==> src/rtl/div_pkg.sv <==
// -----------------------------------------------------------------------------
// div_pkg
// Definitions shared by div_client and its bus access port.
//   - Byte offsets of the divider peripheral's register block
//   - Bit positions inside the CTL register
//   - FSM state encoding for the divide access sequence
//   - Helper that builds a CTL write word
// -----------------------------------------------------------------------------
package div_pkg;

   // Register offsets relative to the block base address
   localparam logic [31:0] DIV_A   = 32'h0000_0000;
   localparam logic [31:0] DIV_B   = 32'h0000_0004;
   localparam logic [31:0] DIV_Q   = 32'h0000_0008;
   localparam logic [31:0] DIV_R   = 32'h0000_000C;
   localparam logic [31:0] DIV_CTL = 32'h0000_0010;

   // CTL bit positions: START on write, BUSY on read share bit 0
   localparam int CTL_START = 0;
   localparam int CTL_UNS   = 1;
   localparam int CTL_BUSY  = 0;

   // Every access on the c_* bus is a 32-bit word
   localparam logic [1:0] C_SIZE_WORD = 2'b10;

   typedef enum logic [3:0] {
      ST_IDLE,
      ST_WR_A,
      ST_WR_B,
      ST_WR_CTL,
      ST_WAIT,
      ST_POLL,
      ST_RD_Q,
      ST_RD_R,
      ST_CLR,
      ST_RESP
   } state_t;

   function automatic logic [31:0] ctl_word(input logic uns, input logic start);
      logic [31:0] w;
      w            = '0;
      w[CTL_UNS]   = uns;
      w[CTL_START] = start;
      return w;
   endfunction

endpackage

==> src/rtl/bus_init_port.sv <==
// -----------------------------------------------------------------------------
// bus_init_port
// Single-access initiator for the c_* bus. A request on i_start launches one
// registered access; the port holds it until c_ready, drops c_valid on that
// same edge and pulses o_done for one cycle afterwards.
//
// Ports
//   fclk, frstb        clock, async active-low reset
//   i_start            launch an access (ignored while one is in flight and
//                      in the o_done cycle, which also gives the c_valid gap)
//   i_write            1 = write, 0 = read
//   i_addr, i_wdata    access address / write data
//   o_done             one-cycle pulse after the completing edge
//   o_rdata            read data captured on the completing edge
//   c_valid, c_write, c_addr, c_size, c_wdata   registered bus drive
//   c_ready, c_rdata   responder completion / read data
// -----------------------------------------------------------------------------
module bus_init_port
   import div_pkg::*;
(
   input  logic        fclk,
   input  logic        frstb,
   input  logic        i_start,
   input  logic        i_write,
   input  logic [31:0] i_addr,
   input  logic [31:0] i_wdata,
   output logic        o_done,
   output logic [31:0] o_rdata,
   output logic        c_valid,
   output logic        c_write,
   output logic [31:0] c_addr,
   output logic [1:0]  c_size,
   output logic [31:0] c_wdata,
   input  logic        c_ready,
   input  logic [31:0] c_rdata
);

   logic        r_valid;
   logic        r_write;
   logic [31:0] r_addr;
   logic [31:0] r_wdata;
   logic        r_done;
   logic [31:0] r_rdata;

   // NOTE: sequential state uses non-blocking assignments so every register
   // samples pre-edge values and the block order cannot create races.
   always_ff @(posedge fclk or negedge frstb) begin
      if (!frstb) begin
         r_valid <= 1'b0;
         r_write <= 1'b0;
         r_addr  <= '0;
         r_wdata <= '0;
         r_done  <= 1'b0;
         r_rdata <= '0;
      end else begin
         r_done <= 1'b0;
         if (r_valid) begin
            // c_ready only counts while an access is held
            if (c_ready) begin
               r_valid <= 1'b0;
               r_done  <= 1'b1;
               if (!r_write) r_rdata <= c_rdata;
            end
         end else if (i_start && !r_done) begin
            r_valid <= 1'b1;
            r_write <= i_write;
            r_addr  <= i_addr;
            r_wdata <= i_wdata;
         end
      end
   end

   assign o_done  = r_done;
   assign o_rdata = r_rdata;
   assign c_valid = r_valid;
   assign c_write = r_write;
   assign c_addr  = r_addr;
   assign c_wdata = r_wdata;
   assign c_size  = C_SIZE_WORD;

endmodule

==> src/rtl/div_client.sv <==
// -----------------------------------------------------------------------------
// div_client
// Offloads a 32-bit divide to the memory-mapped divider on the c_* bus:
// write A, write B, write CTL start, wait, poll BUSY, read Q and R, clear
// CTL start, then present the result on the response stream. Results pass
// through untouched; the peripheral owns sign handling.
//
// Optional feature macro: DIV_ZERO_BYPASS_EN
//   defined   - a zero divisor skips the bus and returns q=all ones, r=a
//   undefined - a zero divisor goes through the peripheral like any other
//
// Parameters
//   BASE_ADDR   byte base of the divider register block
//   START_WAIT  idle cycles after the start write before the first poll
//   POLL_LIMIT  busy polls allowed before the request ends with rsp_err
//
// Ports
//   fclk, frstb                   clock, async active-low reset
//   req_valid/req_ready           request stream; req_a, req_b, req_uns
//   rsp_valid/rsp_ready           response stream; rsp_q, rsp_r, rsp_err
//   c_valid/c_ready, c_write, c_addr, c_size, c_wdata, c_rdata   bus
//   busy                          high whenever the FSM is not idle
// -----------------------------------------------------------------------------
module div_client
   import div_pkg::*;
#(
   parameter logic [31:0] BASE_ADDR  = 32'h0000_0000,
   parameter int          START_WAIT = 2,
   parameter int          POLL_LIMIT = 64
) (
   input  logic        fclk,
   input  logic        frstb,
   input  logic        req_valid,
   output logic        req_ready,
   input  logic [31:0] req_a,
   input  logic [31:0] req_b,
   input  logic        req_uns,
   output logic        rsp_valid,
   input  logic        rsp_ready,
   output logic [31:0] rsp_q,
   output logic [31:0] rsp_r,
   output logic        rsp_err,
   output logic        c_valid,
   input  logic        c_ready,
   output logic        c_write,
   output logic [31:0] c_addr,
   output logic [1:0]  c_size,
   output logic [31:0] c_wdata,
   input  logic [31:0] c_rdata,
   output logic        busy
);

   // A zero START_WAIT still spends the one WAIT cycle the state needs
   localparam logic [7:0] START_WAIT_M1 = (START_WAIT > 0) ? 8'(START_WAIT - 1) : 8'd0;

   state_t      r_state;
   state_t      w_next;

   logic [31:0] r_a;
   logic [31:0] r_b;
   logic        r_uns;
   logic [6:0]  r_poll_cnt;
   logic [7:0]  r_wait_cnt;
   logic        r_req_ready;
   logic        r_rsp_valid;
   logic [31:0] r_rsp_q;
   logic [31:0] r_rsp_r;
   logic        r_rsp_err;

   logic        w_start;
   logic        w_write;
   logic [31:0] w_addr;
   logic [31:0] w_wdata;
   logic        w_done;
   logic [31:0] w_rdata;
   logic        w_accept;
   logic        w_poll_last;
   logic        w_bypass;

`ifdef DIV_ZERO_BYPASS_EN
   assign w_bypass = (r_b == '0);
`else
   assign w_bypass = 1'b0;
`endif

   assign w_accept    = (r_state == ST_IDLE) && req_valid && r_req_ready;
   // The poll being completed is the POLL_LIMIT-th one
   assign w_poll_last = (int'(r_poll_cnt) + 1) >= POLL_LIMIT;

   bus_init_port u_port (
      .fclk    (fclk),
      .frstb   (frstb),
      .i_start (w_start),
      .i_write (w_write),
      .i_addr  (w_addr),
      .i_wdata (w_wdata),
      .o_done  (w_done),
      .o_rdata (w_rdata),
      .c_valid (c_valid),
      .c_write (c_write),
      .c_addr  (c_addr),
      .c_size  (c_size),
      .c_wdata (c_wdata),
      .c_ready (c_ready),
      .c_rdata (c_rdata)
   );

   always_ff @(posedge fclk or negedge frstb) begin
      if (!frstb) r_state <= ST_IDLE;
      else        r_state <= w_next;
   end

   // NOTE: every signal driven here gets a default first, so no path through
   // the case statement can leave a value unassigned and infer a latch.
   always_comb begin
      w_next  = r_state;
      w_start = 1'b0;
      w_write = 1'b0;
      w_addr  = BASE_ADDR + DIV_CTL;
      w_wdata = '0;
      case (r_state)
         ST_IDLE: begin
            if (w_accept) w_next = ST_WR_A;
         end
         ST_WR_A: begin
            if (w_bypass) begin
               w_next = ST_RESP;
            end else begin
               w_start = 1'b1;
               w_write = 1'b1;
               w_addr  = BASE_ADDR + DIV_A;
               w_wdata = r_a;
               if (w_done) w_next = ST_WR_B;
            end
         end
         ST_WR_B: begin
            w_start = 1'b1;
            w_write = 1'b1;
            w_addr  = BASE_ADDR + DIV_B;
            w_wdata = r_b;
            if (w_done) w_next = ST_WR_CTL;
         end
         ST_WR_CTL: begin
            w_start = 1'b1;
            w_write = 1'b1;
            w_wdata = ctl_word(r_uns, 1'b1);
            if (w_done) w_next = ST_WAIT;
         end
         ST_WAIT: begin
            if (r_wait_cnt == '0) w_next = ST_POLL;
         end
         ST_POLL: begin
            w_start = 1'b1;
            if (w_done) begin
               if (!w_rdata[CTL_BUSY]) w_next = ST_RD_Q;
               else if (w_poll_last)   w_next = ST_CLR;
               else                    w_next = ST_WAIT;
            end
         end
         ST_RD_Q: begin
            w_start = 1'b1;
            w_addr  = BASE_ADDR + DIV_Q;
            if (w_done) w_next = ST_RD_R;
         end
         ST_RD_R: begin
            w_start = 1'b1;
            w_addr  = BASE_ADDR + DIV_R;
            if (w_done) w_next = ST_CLR;
         end
         ST_CLR: begin
            // Issued on timeout too, so the peripheral always returns to idle
            w_start = 1'b1;
            w_write = 1'b1;
            w_wdata = ctl_word(r_uns, 1'b0);
            if (w_done) w_next = ST_RESP;
         end
         ST_RESP: begin
            if (rsp_ready) w_next = ST_IDLE;
         end
         default: w_next = ST_IDLE;
      endcase
   end

   always_ff @(posedge fclk or negedge frstb) begin
      if (!frstb) begin
         r_a         <= '0;
         r_b         <= '0;
         r_uns       <= 1'b0;
         r_poll_cnt  <= '0;
         r_wait_cnt  <= '0;
         r_req_ready <= 1'b0;
         r_rsp_valid <= 1'b0;
         r_rsp_q     <= '0;
         r_rsp_r     <= '0;
         r_rsp_err   <= 1'b0;
      end else begin
         r_req_ready <= (w_next == ST_IDLE);
         r_rsp_valid <= (w_next == ST_RESP);

         if (w_accept) begin
            r_a        <= req_a;
            r_b        <= req_b;
            r_uns      <= req_uns;
            r_poll_cnt <= '0;
         end else if (r_state == ST_POLL && w_done && r_poll_cnt != '1) begin
            r_poll_cnt <= r_poll_cnt + 7'd1;
         end

         // Long wait after the start write, single cycle between polls
         if (r_state == ST_WR_CTL && w_done)      r_wait_cnt <= START_WAIT_M1;
         else if (r_state == ST_POLL && w_done)   r_wait_cnt <= '0;
         else if (r_state == ST_WAIT && r_wait_cnt != '0) r_wait_cnt <= r_wait_cnt - 8'd1;

         case (r_state)
            ST_WR_A: begin
               if (w_bypass) begin
                  r_rsp_q   <= '1;
                  r_rsp_r   <= r_a;
                  r_rsp_err <= 1'b0;
               end
            end
            ST_POLL: begin
               if (w_done && w_rdata[CTL_BUSY] && w_poll_last) begin
                  r_rsp_q   <= '0;
                  r_rsp_r   <= '0;
                  r_rsp_err <= 1'b1;
               end
            end
            ST_RD_Q: begin
               if (w_done) begin
                  r_rsp_q   <= w_rdata;
                  r_rsp_err <= 1'b0;
               end
            end
            ST_RD_R: begin
               if (w_done) r_rsp_r <= w_rdata;
            end
            default: ;
         endcase
      end
   end

   assign req_ready = r_req_ready;
   assign rsp_valid = r_rsp_valid;
   assign rsp_q     = r_rsp_q;
   assign rsp_r     = r_rsp_r;
   assign rsp_err   = r_rsp_err;
   assign busy      = (r_state != ST_IDLE);

endmodule

==> config.mk <==
export PLATFORM = sky130hd
export DESIGN_NAME = div_client
export DESIGN_NICKNAME = d
export VERILOG_FILES = /design/src/rtl/div_pkg.sv /design/src/rtl/bus_init_port.sv /design/src/rtl/div_client.sv
export SDC_FILE = /design/constraint.sdc
export NUM_CORES = 1
export LEC_CHECK = 0
export ABC_AREA = 1
export CAP_MARGIN = 40
export CORE_MARGIN = 2
export CORE_UTILIZATION = 55
export CTS_CLUSTER_DIAMETER = 80
export DETAILED_ROUTE_END_ITERATION = 12
export PLACE_DENSITY = 0.86
export SLEW_MARGIN = 20
export SYNTH_ARGS = -nofsm -noshare
export SYNTH_HDL_FRONTEND = slang
export SYNTH_HIERARCHICAL = 1
export SYNTH_SLANG_ARGS = --single-unit
==> constraint.sdc <==
create_clock -name fclk -period 2.95 [get_ports fclk]
set_input_delay 0.4425 -clock fclk [delete_from_list [all_inputs] [get_ports fclk]]
set_output_delay 0.4425 -clock fclk [all_outputs]
set_load 0.02 [all_outputs]
# Word-level counts from Yosys, hierarchy flattened
# Cells that the tools add are included.
# totals
latch_bits	0
in_bits	102
n_memories	0
rom_bits	0
output_inout_bits	136
ram_bits	0
word_cells	96
regBits	250
# classes
n_mux	34
n_mul	0
n_eq_ne	14
shift	0
reduce_logical	25
n_bitwise	2
n_addsub	3
div	0
magnitude_cmp	1
# ops
op	count
one-hot mux 32 bit (2 select lines)	2
one-hot mux 32 bit (4 select lines)	1
two-way mux 32 bit	2
two-way mux 4 bit	12
one-hot mux 4 bit (10 select lines)	1
two-way mux 8 bit	3
one-hot mux 5 bit (4 select lines)	1
== test 4 x 3 -> 1 bit (second input constant)	4
two-way mux 7 bit	2
== test 4 bit (second input constant)	3
logical AND 1 bit	9
two-way mux 1 bit	9
AND reduction 3 bit	3
adder 7 x 1 -> 8 bit (second input constant)	1
== test 4 x 2 -> 1 bit (second input constant)	2
>= comparator 8 x 7 -> 1 bit (second input constant)	1
zero test 4 bit	2
zero test 8 bit	1
nonzero test 8 bit	1
subtractor 8 x 1 -> 8 bit (second input constant)	1
adder 7 x 1 -> 7 bit (second input constant)	1
inequality test 7 bit (second input constant)	1
OR reduction 7 bit	1
inequality test 2 x 1 -> 1 bit (second input constant)	3
9 further kinds	12

# Depth between registers and ports, before layout
# Gate-level depths: netlist (run 1).
# depth
depth_word	7
depth_mapped	12
ltp_nobuf	10

# By module
# Netlist (run 1), hierarchy kept.
# by_module_without_submodules
mod	cells_per_inst	seq_area_each_um2	area_each_um2	n_inst
div_client	784	3778.6	6700.2	1
bus_init_port	439	2477.4	4012.6	1

# Worst setup path before layout (run 1)
# No wires, ideal clock.
# synth_timing
kind	register to register
start	register r_state[1]
end	register u_port.r_addr[0], in the netlist u_port/c_addr[0]
period_less_slack_ns	1.797
required_ns	2.833
stages_incl_launch_ff	13
t_arrival_ns	1.680
slack_ns	1.153
n_path_buf	3
setup_time_ns	0.117
path_cell_list	dfrtp_1 -> inv_2 -> nor2_1 -> nand2_1 -> inv_2 -> buf_2 -> nor2_1 -> o2111ai_1 -> nand3_2 -> buf_4 -> buf_2 -> nand2_1 -> nand2_1
# synth_between
elab_chain_cells	5
word_cells_on_any_way	11
classes_between	eq/ne: 7; mux: 1; reduce/logical: 3
# synth_rtl
element	line	rtl
start, declared	div_client.sv:56	state_t r_state;
start signal, assigned	div_client.sv:110	else r_state <= w_next;
== test 4 x 3 -> 1 bit, or another cell as far along	div_client.sv:121	case (r_state)
OR reduction 7 bit (no line) (*)	--	
two-way mux 1 bit (*)	--	
via w_start	div_client.sv:70	logic w_start;
logical AND 1 bit (*)	bus_init_port.sv:64	end else if (i_start && !r_done) begin
AND reduction 2 bit (no line) (*)	--	
end signal, assigned	bus_init_port.sv:67	r_addr <= i_addr;
end, declared	bus_init_port.sv:40	logic [31:0] r_addr;
# Mark *: on every way through the listed nets, which the timed path passes. The rest lies on a longest branch.
# A chain may end at the register's enable or synchronous reset.

# Worst setup path after layout (run 1)
# layout_timing
start	register r_state[2]
end	output port busy
# layout_between
elab_chain_cells	1
# layout_rtl
element	line	rtl
nonzero test 4 bit	div_client.sv:248	assign busy = (r_state != ST_IDLE);
end, declared	div_client.sv:50	output logic busy
# No other way between the ends.

==> results of run 1 <==
[where the power goes]
| group | switching [mW] | leakage [nW] | total, mW | internal [mW] |
|---|---|---|---|---|
| combinational | 3.48 | 3.38 | 5.56 | 2.09 |
| clock | 1.32 | 0.418 | 3.22 | 1.90 |
| sequential | 0.799 | 3.26 | 5.40 | 4.60 |
| total | 5.59 | 7.06 | 14.2 | 8.59 |
[cell families (layout without fill, tap and decap cells)]
logic type / after synthesis / in the layout / synth area share, %
AOI/OAI and AO/OA: 83 / 83 / 5.44
other: 3 / 31 / 0.105
adders and majority gates: 3 / 3 / 0.350
and+or+nand+nor: 768 / 768 / 30.4
xor gates and xnor gates: 4 / 4 / 0.327
DFF: 250 / 250 / 58.4
buffers and inverters: 112 / 336 / 5.02
[final timing paths]
path	to	slack [ns]
min reg2reg	u_port/c_wdata[2]	0.47
max reg2reg	rsp_r[30]	0.76
min	rsp_r[10]	0.29
max	busy	0.57
max in group asynchronous	r_a[3]	1.83
min in group fclk	r_b[12]	0.45
[cell type report]
type / instances / share of cell area (%)
Clock buffer: 35 / 5.18
Tap cell: 265 / 2.34
Inverter: 35 / 0.928
Multi-Input combinational cell: 889 / 28.6
Clock inverter: 10 / 0.751
Sequential cell: 250 / 44.2
Timing Repair Buffer: 256 / 18.0
[timing repair]
action | CTS | global route
hold buffers | 1 | 0
buffers inserted | 0 | 0
hold endpoints to repair | 2 | 0
[worst max-delay path: stages, from the launching register on]
cell and delay, ns:
dfrtp_1 0.43, nor2_2 0.24, nand2_1 0.16, clkdlybuf4s50_1 0.58
[layout by cell type, fill, tap and decap left out, types with 2 or more instances in the layout]
master           instances
buf_4                   17
nand2_2                  2
nand3_1                 80
a21oi_1                  8
inv_2                   12
nand4_1                 69
clkdlybuf4s50_1        234
nand2_1                572
clkbuf_1                 3
o21ai_1                 24
conb_1                  31
xor2_1                   3
inv_1                   22
nor3_1                   3
dfrtp_1                250
o21ai_2                 10
nor2_1                  24
nand2_4                  2
clkbuf_16               25
nor2_2                   6
a22o_1                  30
ha_1                     3
nor3b_2                  2
buf_12                   3
clkbuf_8                 7
nor2_4                   4
bufinv_16                2
o21ai_0                  6
o22ai_1                  2
clkinv_2                 6
[layer usage]
layer | GRT usage [%] | vias to the layer above | part of all wire [%]
met1 | 36.1 | 4548 | 39
met4 | 9.18 | 0 | 2.6
li1 | - | 4403 | -
met2 | 45.7 | 433 | 49
met5 | 0 | - | 0
met3 | 6.30 | 61 | 9.2
[registers in the layout, summed over array words and instances, names as in the netlist, 4 cells and up]
register and flops:
u_port/c_wdata 32, r_state 4, r_a 32, u_port/o_rdata 32, rsp_q 32, rsp_r 32
r_wait_cnt 8, u_port/c_addr 32, r_poll_cnt 7, r_b 32
[stage by stage]
stage          cells  utilization (%)  worst slack [ns]  total power, mW
6_report        1740             73.5             0.574             14.2
5_1_grt         1740             73.5             0.509             15.0
4_1_cts         1740             73.5             0.570             14.2
3_5_place_dp    1694             69.1             0.747             10.9
3_3_place_gp    1694             69.1             0.765             10.7
2_1_floorplan   1251                -              1.15             8.81
==> reports/results.ini, run 1 <==
[synth]
yosysSeqAreaShare_pct = 58.4
yosysUniqueCellTypes = 36
synthArstFlopShare_pct = 100
synth_edf_count = 0
ys_warn_count = 6
synth_top_area_share_pct = 58.4
synth_area_leaders = dfrtp_1 (58%), nand2_1 (20%), nand4_1 (4.0%)
synth_common_cells = nand2_1 (572), dfrtp_1 (250), nand3_1 (80), nand4_1 (69), buf_2 (40)
synth_most_common_cell = nand2_1
synth_ff_type = dfrtp_1
synth_cells = 1223
synth_area_um2 = 10700
ys_ff_latch = 250
yosysTopAreaCell = dfrtp_1
syn_area_per_cell_um2 = 8.76

[global_routing]
gr-total-overflow = 0
grt_max_degree = 127
antenna_found_initial = 0
first_global_vias = 9245
grt.total_usage_pct = 27.5
grt_first_pass_wirelength_um = 45300

[timing]
setup_tns_ns = 0
setup_viol = 0
rsz0062_at_grt = false
min_period_ns = 2.38
finalClockSkew_ns = 0.0142
max_freq_mhz = 421
max_slew_margin_pct = 52.1
tightest_slew_ns = 0.719
hold_viol_final = 0
hold_ws_ns = 0.293
period_share_pct = 80.6
drv_slew = 0

[clocking]
path_clk_slew_ns = 0.06
clockRootBuffer = clkbuf_16
cts_tree = yes
cts.sinks = 250
post_cts_resize_count = 0
clockBufferDepth = 3
htree_levels = 1
clk_latency_ns = 0.53
cts_made_buffers = 25

[place]
portBuffers = 235
place_hpwl_um = 18000
dpl_cell_area_um2 = 13300
gp_congestion = 0.881

[critical_path]
crit_fanout = 5
arrival_ns = 1.93
cp-start-kind = flop
crit_start = r_state[2]
r2r_start = r_poll_cnt[0]
required_ns = 2.51
r2r_cells = 9
worstSetupEndpointType = output pin
crit_type = reg2out

[final_layout]
layout.nets = 1562
regArea_um2 = 6260
nFillCells = 1421
fin_area_um2 = 14200
multi_input_area_um2 = 4050
drive_above_1_share_pct = 7.12
syn_to_final_growth_pct = 32.2
n_antenna_cell = 0

[floorplanning]
ios = 238
die_area_um2 = 20600
row_count = 51
die_y_um = 144
start_util_pct = 55.6
die_width_um = 144
coreArea_um2 = 19300

[flow_run]
cap_violations = 0

[outcome]
status = finished, final reports clean

[route]
drtPass1Iterations = 5
drt-total-wl_um = 28500
vias_per_cell = 5.43
ant_nets = 0
wire_per_inst_um = 16.4
route.detailed.drc = 0
drtIter0Drc = 685
vias = 9445

[power]
leakage_nw = 7.06
max-vdd-ir-drop_uv = 607
powerDensity_nw_per_um2 = 1000

[worst_hold_path]
hp-class = in2async

(Power assumes the default switching activity.)
==> run 2, diff against run 1 <==
CORE_UTILIZATION = 46   (was 55)
PLACE_DENSITY = 0.77   (was 0.86)
clock period = 1.93 ns   (was 2.95 ns; I/O delays follow)
==> run 2 against run 1 <==
Compared with the run above:
- final area is 2.7% higher
- largest power group unchanged
- highest routed layer unchanged
- critical endpoint is now c_addr[28]
- sequential power grew 53%
- largest cell class unchanged
- global-route usage is 4.0 points lower
==> reports/results.ini, run 2 (synthesized netlist as in run 1, its figures left out) <==
[outcome]
status = finished, final reports clean

[timing]
period_share_pct = 95.8
hold_viol_final = 0
max_slew_margin_pct = 59.0
finalClockSkew_ns = 0.0192
setup_tns_ns = 0
rsz0062_at_grt = false
setup_viol = 0
tightest_slew_ns = 0.615
drv_slew = 0
min_period_ns = 1.85
max_freq_mhz = 541

[critical_path]
cp_cell_sequence = clkdlybuf4s50_1
arrival_ns = 1.56
crit_type = reg2out
required_ns = 1.64
max_stage_delay_ns = 0.66
cpMaxStageDelayCell = clkdlybuf4s50_1
worstSetupEndpointType = output pin
crit_buf_inv = 1
cp-start-kind = flop
critPathTopFamily = buffers and inverters
crit_fanout = 2

[global_routing]
antenna_found_initial = 1
grt_first_pass_wirelength_um = 46600
grt.total_usage_pct = 23.6
gr-total-overflow = 0
grt_max_degree = 75
first_global_vias = 9357

[final_layout]
layout.nets = 1584
final_cell_mix = nand2_1 (572), dfrtp_1 (248), clkdlybuf4s50_1 (231), nand3_1 (79), nand4_1 (69)
nFillCells = 1883
drive_above_1_share_pct = 8.55
final_common_cell = nand2_1
multi_input_area_um2 = 4060
n_antenna_cell = 0
stdcell_count = 1810
regArea_um2 = 6260
fin_area_um2 = 14500
syn_to_final_growth_pct = 35.7

[route]
ant_nets = 0
wl_met2_um = 13500
highest_layer = met4
drtPass1Iterations = 5
vias = 9351
drt-total-wl_um = 28700
wl_met1_um = 12500
wire_per_inst_um = 15.8
vias_per_cell = 5.17
wl_met3_um = 2100
route.detailed.drc = 0
drtIter0Drc = 500

[power]
total_power_mw = 22.1
max-vdd-ir-drop_uv = 848
powerDensity_nw_per_um2 = 1520
leakage_nw = 7.24

[flow_run]
cap_violations = 0

[floorplanning]
die_width_um = 157
row_count = 55
coreArea_um2 = 22800
ios = 238
start_util_pct = 47.0
die_y_um = 157
die_area_um2 = 24500

[clocking]
htree_levels = 1
cts.sinks = 250
cts_tree = yes
clockRootBuffer = clkbuf_16
clockBufferDepth = 3
clk_latency_ns = 0.53
path_clk_slew_ns = 0.06
cts_made_buffers = 27

[place]
portBuffers = 235
place_inst = 1762
place_hpwl_um = 19100
dpl_cell_area_um2 = 13600
gp_congestion = 0.826

[worst_hold_path]
hp-class = in2reg

run 2: worst paths after layout:
path,startpoint,to,slack (ns),depth (start not counted)
hold / removal,req_b[17],r_b[17],0.29,3
hold reg to reg,u_port/c_wdata[5],u_port/c_wdata[5],0.47,2
setup reg to reg,r_state[0],u_port/c_addr[19],0.13,10
min in group asynchronous,frstb,rsp_r[3],0.34,2
setup / recovery,u_port/c_addr[28],c_addr[28],0.08,1
max in group asynchronous,frstb,u_port/c_addr[13],0.93,3
run 2: layout make-up:
class | count | area share [%]
Tap cell | 313 | 2.69
Clock inverter | 6 | 0.404
Sequential cell | 250 | 43.0
Timing Repair Buffer | 276 | 19.5
Inverter | 35 | 0.904
Multi-Input combinational cell | 889 | 27.9
Clock buffer | 41 | 5.56
run 2: per-layer routing:
metal | GRT usage, % | up-vias
li1 | - | 4439
met1 | 31.9 | 4493
met2 | 39.5 | 374
met3 | 3.88 | 45
met4 | 6.55 | 0
met5 | 0 | -
run 2: metrics by stage:
stage	hold slack (ns)	setup WS [ns]	util, %
2_1_floorplan	-0.00609	0.133	-
3_3_place_gp	0.300	0.207	59.9
3_5_place_dp	0.318	0.0989	59.9
4_1_cts	0.274	0.0237	63.8
5_1_grt	0.285	0.00145	63.8
6_report	0.289	0.0807	63.8
run 2: timing repair:
item | CTS | global route
setup endpoints to repair | 2 | 41
gates resized for setup | 7 | 4
setup buffers | 0 | 0
hold buffers | 1 | 0
hold endpoints to repair | 64 | 0
run 2: power by group:
part / internal (mW) / switching (mW) / leakage [nW]
registers: 7.04 / 1.22 / 3.26
logic: 3.46 / 5.36 / 3.54
clock network: 3.00 / 2.03 / 0.432
total: 13.5 / 8.61 / 7.24
==> run 3, diff against run 2 <==
CORE_UTILIZATION = 51   (was 46)
PLACE_DENSITY = 0.81   (was 0.77)
SLEW_MARGIN = 40   (was 20)
clock period = 1.9 ns   (was 1.93 ns; I/O delays follow)
==> run 3 against run 2 <==
Compared with the run above:
- critical path depth increased by 2
- global-route usage up 2.3 points
- combinational power up 4.2%
- clock skew decreased by 0.0063 ns
- sequential power up 2%
- non-clock buffer count down 7
- wire length grew 1.4%
- via count shrank 0.68%
- final area down 0.29%
- die area shrank 9.6%
- register-to-register slack worse by 0.03 ns
- sequential share of layout area up 0.13 points
==> reports/results.ini, run 3 (synthesized netlist as in run 1, its figures left out) <==
[outcome]
status = finished, final reports clean

[floorplanning]
coreArea_um2 = 20800
start_util_pct = 51.4
die_width_um = 149
row_count = 53
ios = 238
die_area_um2 = 22200
die_y_um = 149

[power]
clockPowerShare_pct = 22.2
powerDensity_nw_per_um2 = 1560
p_int_mw = 13.7
seqPwrFrac_pct = 37.2
p_sw_share_pct = 39.5
max-vdd-ir-drop_uv = 1250
power_frac_comb_pct = 40.6
leakage_nw = 7.18
switchingPower_mw = 8.93

[global_routing]
grt_first_pass_wirelength_um = 46000
grt_max_degree = 67
antenna_found_initial = 0
gr-total-overflow = 0
first_global_vias = 9064
grt.total_usage_pct = 25.8

[route]
drtIter0Drc = 584
drtPass1Iterations = 5
wire_per_inst_um = 16.5
vias_per_cell = 5.27
ant_nets = 0
drt-total-wl_um = 29100
route.detailed.drc = 0
vias = 9287

[timing]
tightest_slew_ns = 0.605
finalClockSkew_ns = 0.0129
min_period_ns = 1.85
setup_viol = 0
fin_ws_ns = 0.0468
period_share_pct = 97.5
setup_tns_ns = 0
hold_viol_final = 0
max_slew_margin_pct = 59.6
max_freq_mhz = 540
drv_slew = 0

[clocking]
clk_latency_ns = 0.53
cts_tree = yes
htree_levels = 1
clockRootBuffer = clkbuf_16
cts_made_buffers = 26
cts.sinks = 250
path_clk_slew_ns = 0.06
clockBufferDepth = 3

[place]
gp_congestion = 0.889
portBuffers = 235
place_hpwl_um = 18400
place_worst_setup_slack_ns = 0.0430

[critical_path]
cpMaxStageDelayCell = dfrtp_1
crit_type = reg2out
cp-start-kind = flop
worstSetupEndpointType = output pin
required_ns = 1.62
regToRegEndpoint = u_port/c_wdata[27]
r2r_cells = 8
arrival_ns = 1.57
ff2ff_setup_slack_ns = 0.10
max_stage_delay_ns = 0.45
crit_fanout = 5
crit_start = r_state[2]
cp_cell_sequence = nor2_4, nand2_1, clkdlybuf4s15_2
r2r_start = r_state[1]

[worst_hold_path]
hold_end = r_a[29]
hp-start = req_a[29]
hp-class = in2reg
worstHoldPathCells = 3

[final_layout]
syn_to_final_growth_pct = 35.3
final_cell_mix = nand2_1 (572), dfrtp_1 (247), clkdlybuf4s50_1 (232), nand3_1 (79), nand4_1 (69)
layout.nets = 1576
n_antenna_cell = 0
drive_above_1_share_pct = 8.41
final_common_cell = nand2_1

[flow_run]
cap_violations = 0

run 3: changes by cell type in the layout (fill, tap and decap cells not counted), moves of 2 or more:
cell	change
nor2_2	+2
clkinvlp_4	+6
clkinv_2	-2
buf_4	-10
nor2_1	-2
buf_12	+3
clkbuf_8	-6
clkbuf_1	-4
run 3: metrics by stage:
| step | power (mW) | cells | hold WS [ns] | area (µm²) | util (%) |
|---|---|---|---|---|---|
| 4_1_cts | 22.4 | 1757 | 0.273 | 14400 | 69.2 |
| 2_1_floorplan | 13.7 | 1251 | -0.0106 | 10800 | - |
| 5_1_grt | 24.0 | 1761 | 0.281 | 14500 | 69.6 |
| 3_5_place_dp | 17.3 | 1713 | 0.265 | 13600 | 65.1 |
| 6_report | 22.6 | 1761 | 0.292 | 14500 | 69.6 |
| 3_3_place_gp | 16.9 | 1713 | 0.265 | 13600 | 65.1 |
run 3: how the worst max path moves through the flow:
stage	to	cells past startpoint
detailed placement	u_port/c_wdata[19]	10
global placement	u_port/c_wdata[13]	10
global route	busy	3
floorplan	u_port/c_addr[0]	12
CTS	busy	3
finish	busy	3
run 3: critical path, delay by kind of cell (launching register included):
family	cells	cell delay, ns
buffers and inverters	1	0.28
DFF	1	0.45
and+or+nand+nor	2	0.32
run 3: what timing repair did:
item	4_1_cts	5_1_grt
buffers inserted	0	3
gates cloned	0	1
endpoints found under the setup margin	2	97
hold buffers	1	0
pin swaps	0	1
hold endpoints to repair	54	0
resized for setup	8	7
run 3: area by class of cell:
class	instances	area, µm²
Clock inverter	12	133
Fill cell	1655	6320
Multi-Input combinational cell	889	4090
Inverter	35	131
Clock buffer	31	711
Tap cell	275	344
Timing Repair Buffer	269	2830
Sequential cell	250	6260
run 3: power groups by stage:
stage | combinational, mW | sequential, mW | clock (mW)
floorplan | 4.66 | 9.01 | 0
detailed placement | 8.88 | 8.41 | 0
global route | 10.0 | 8.59 | 5.35
CTS | 8.91 | 8.37 | 5.12
global placement | 8.60 | 8.35 | 0
finish | 9.18 | 8.41 | 5.03
run 3: layer usage:
layer  GRT usage, %  share of wire, %  vias to the layer above
li1               -                 -                     4416
met4           7.52               2.1                        0
met1           34.9                41                     4410
met2           43.2                49                      407
met3           4.59               8.1                       54
met5              0                 0                        -
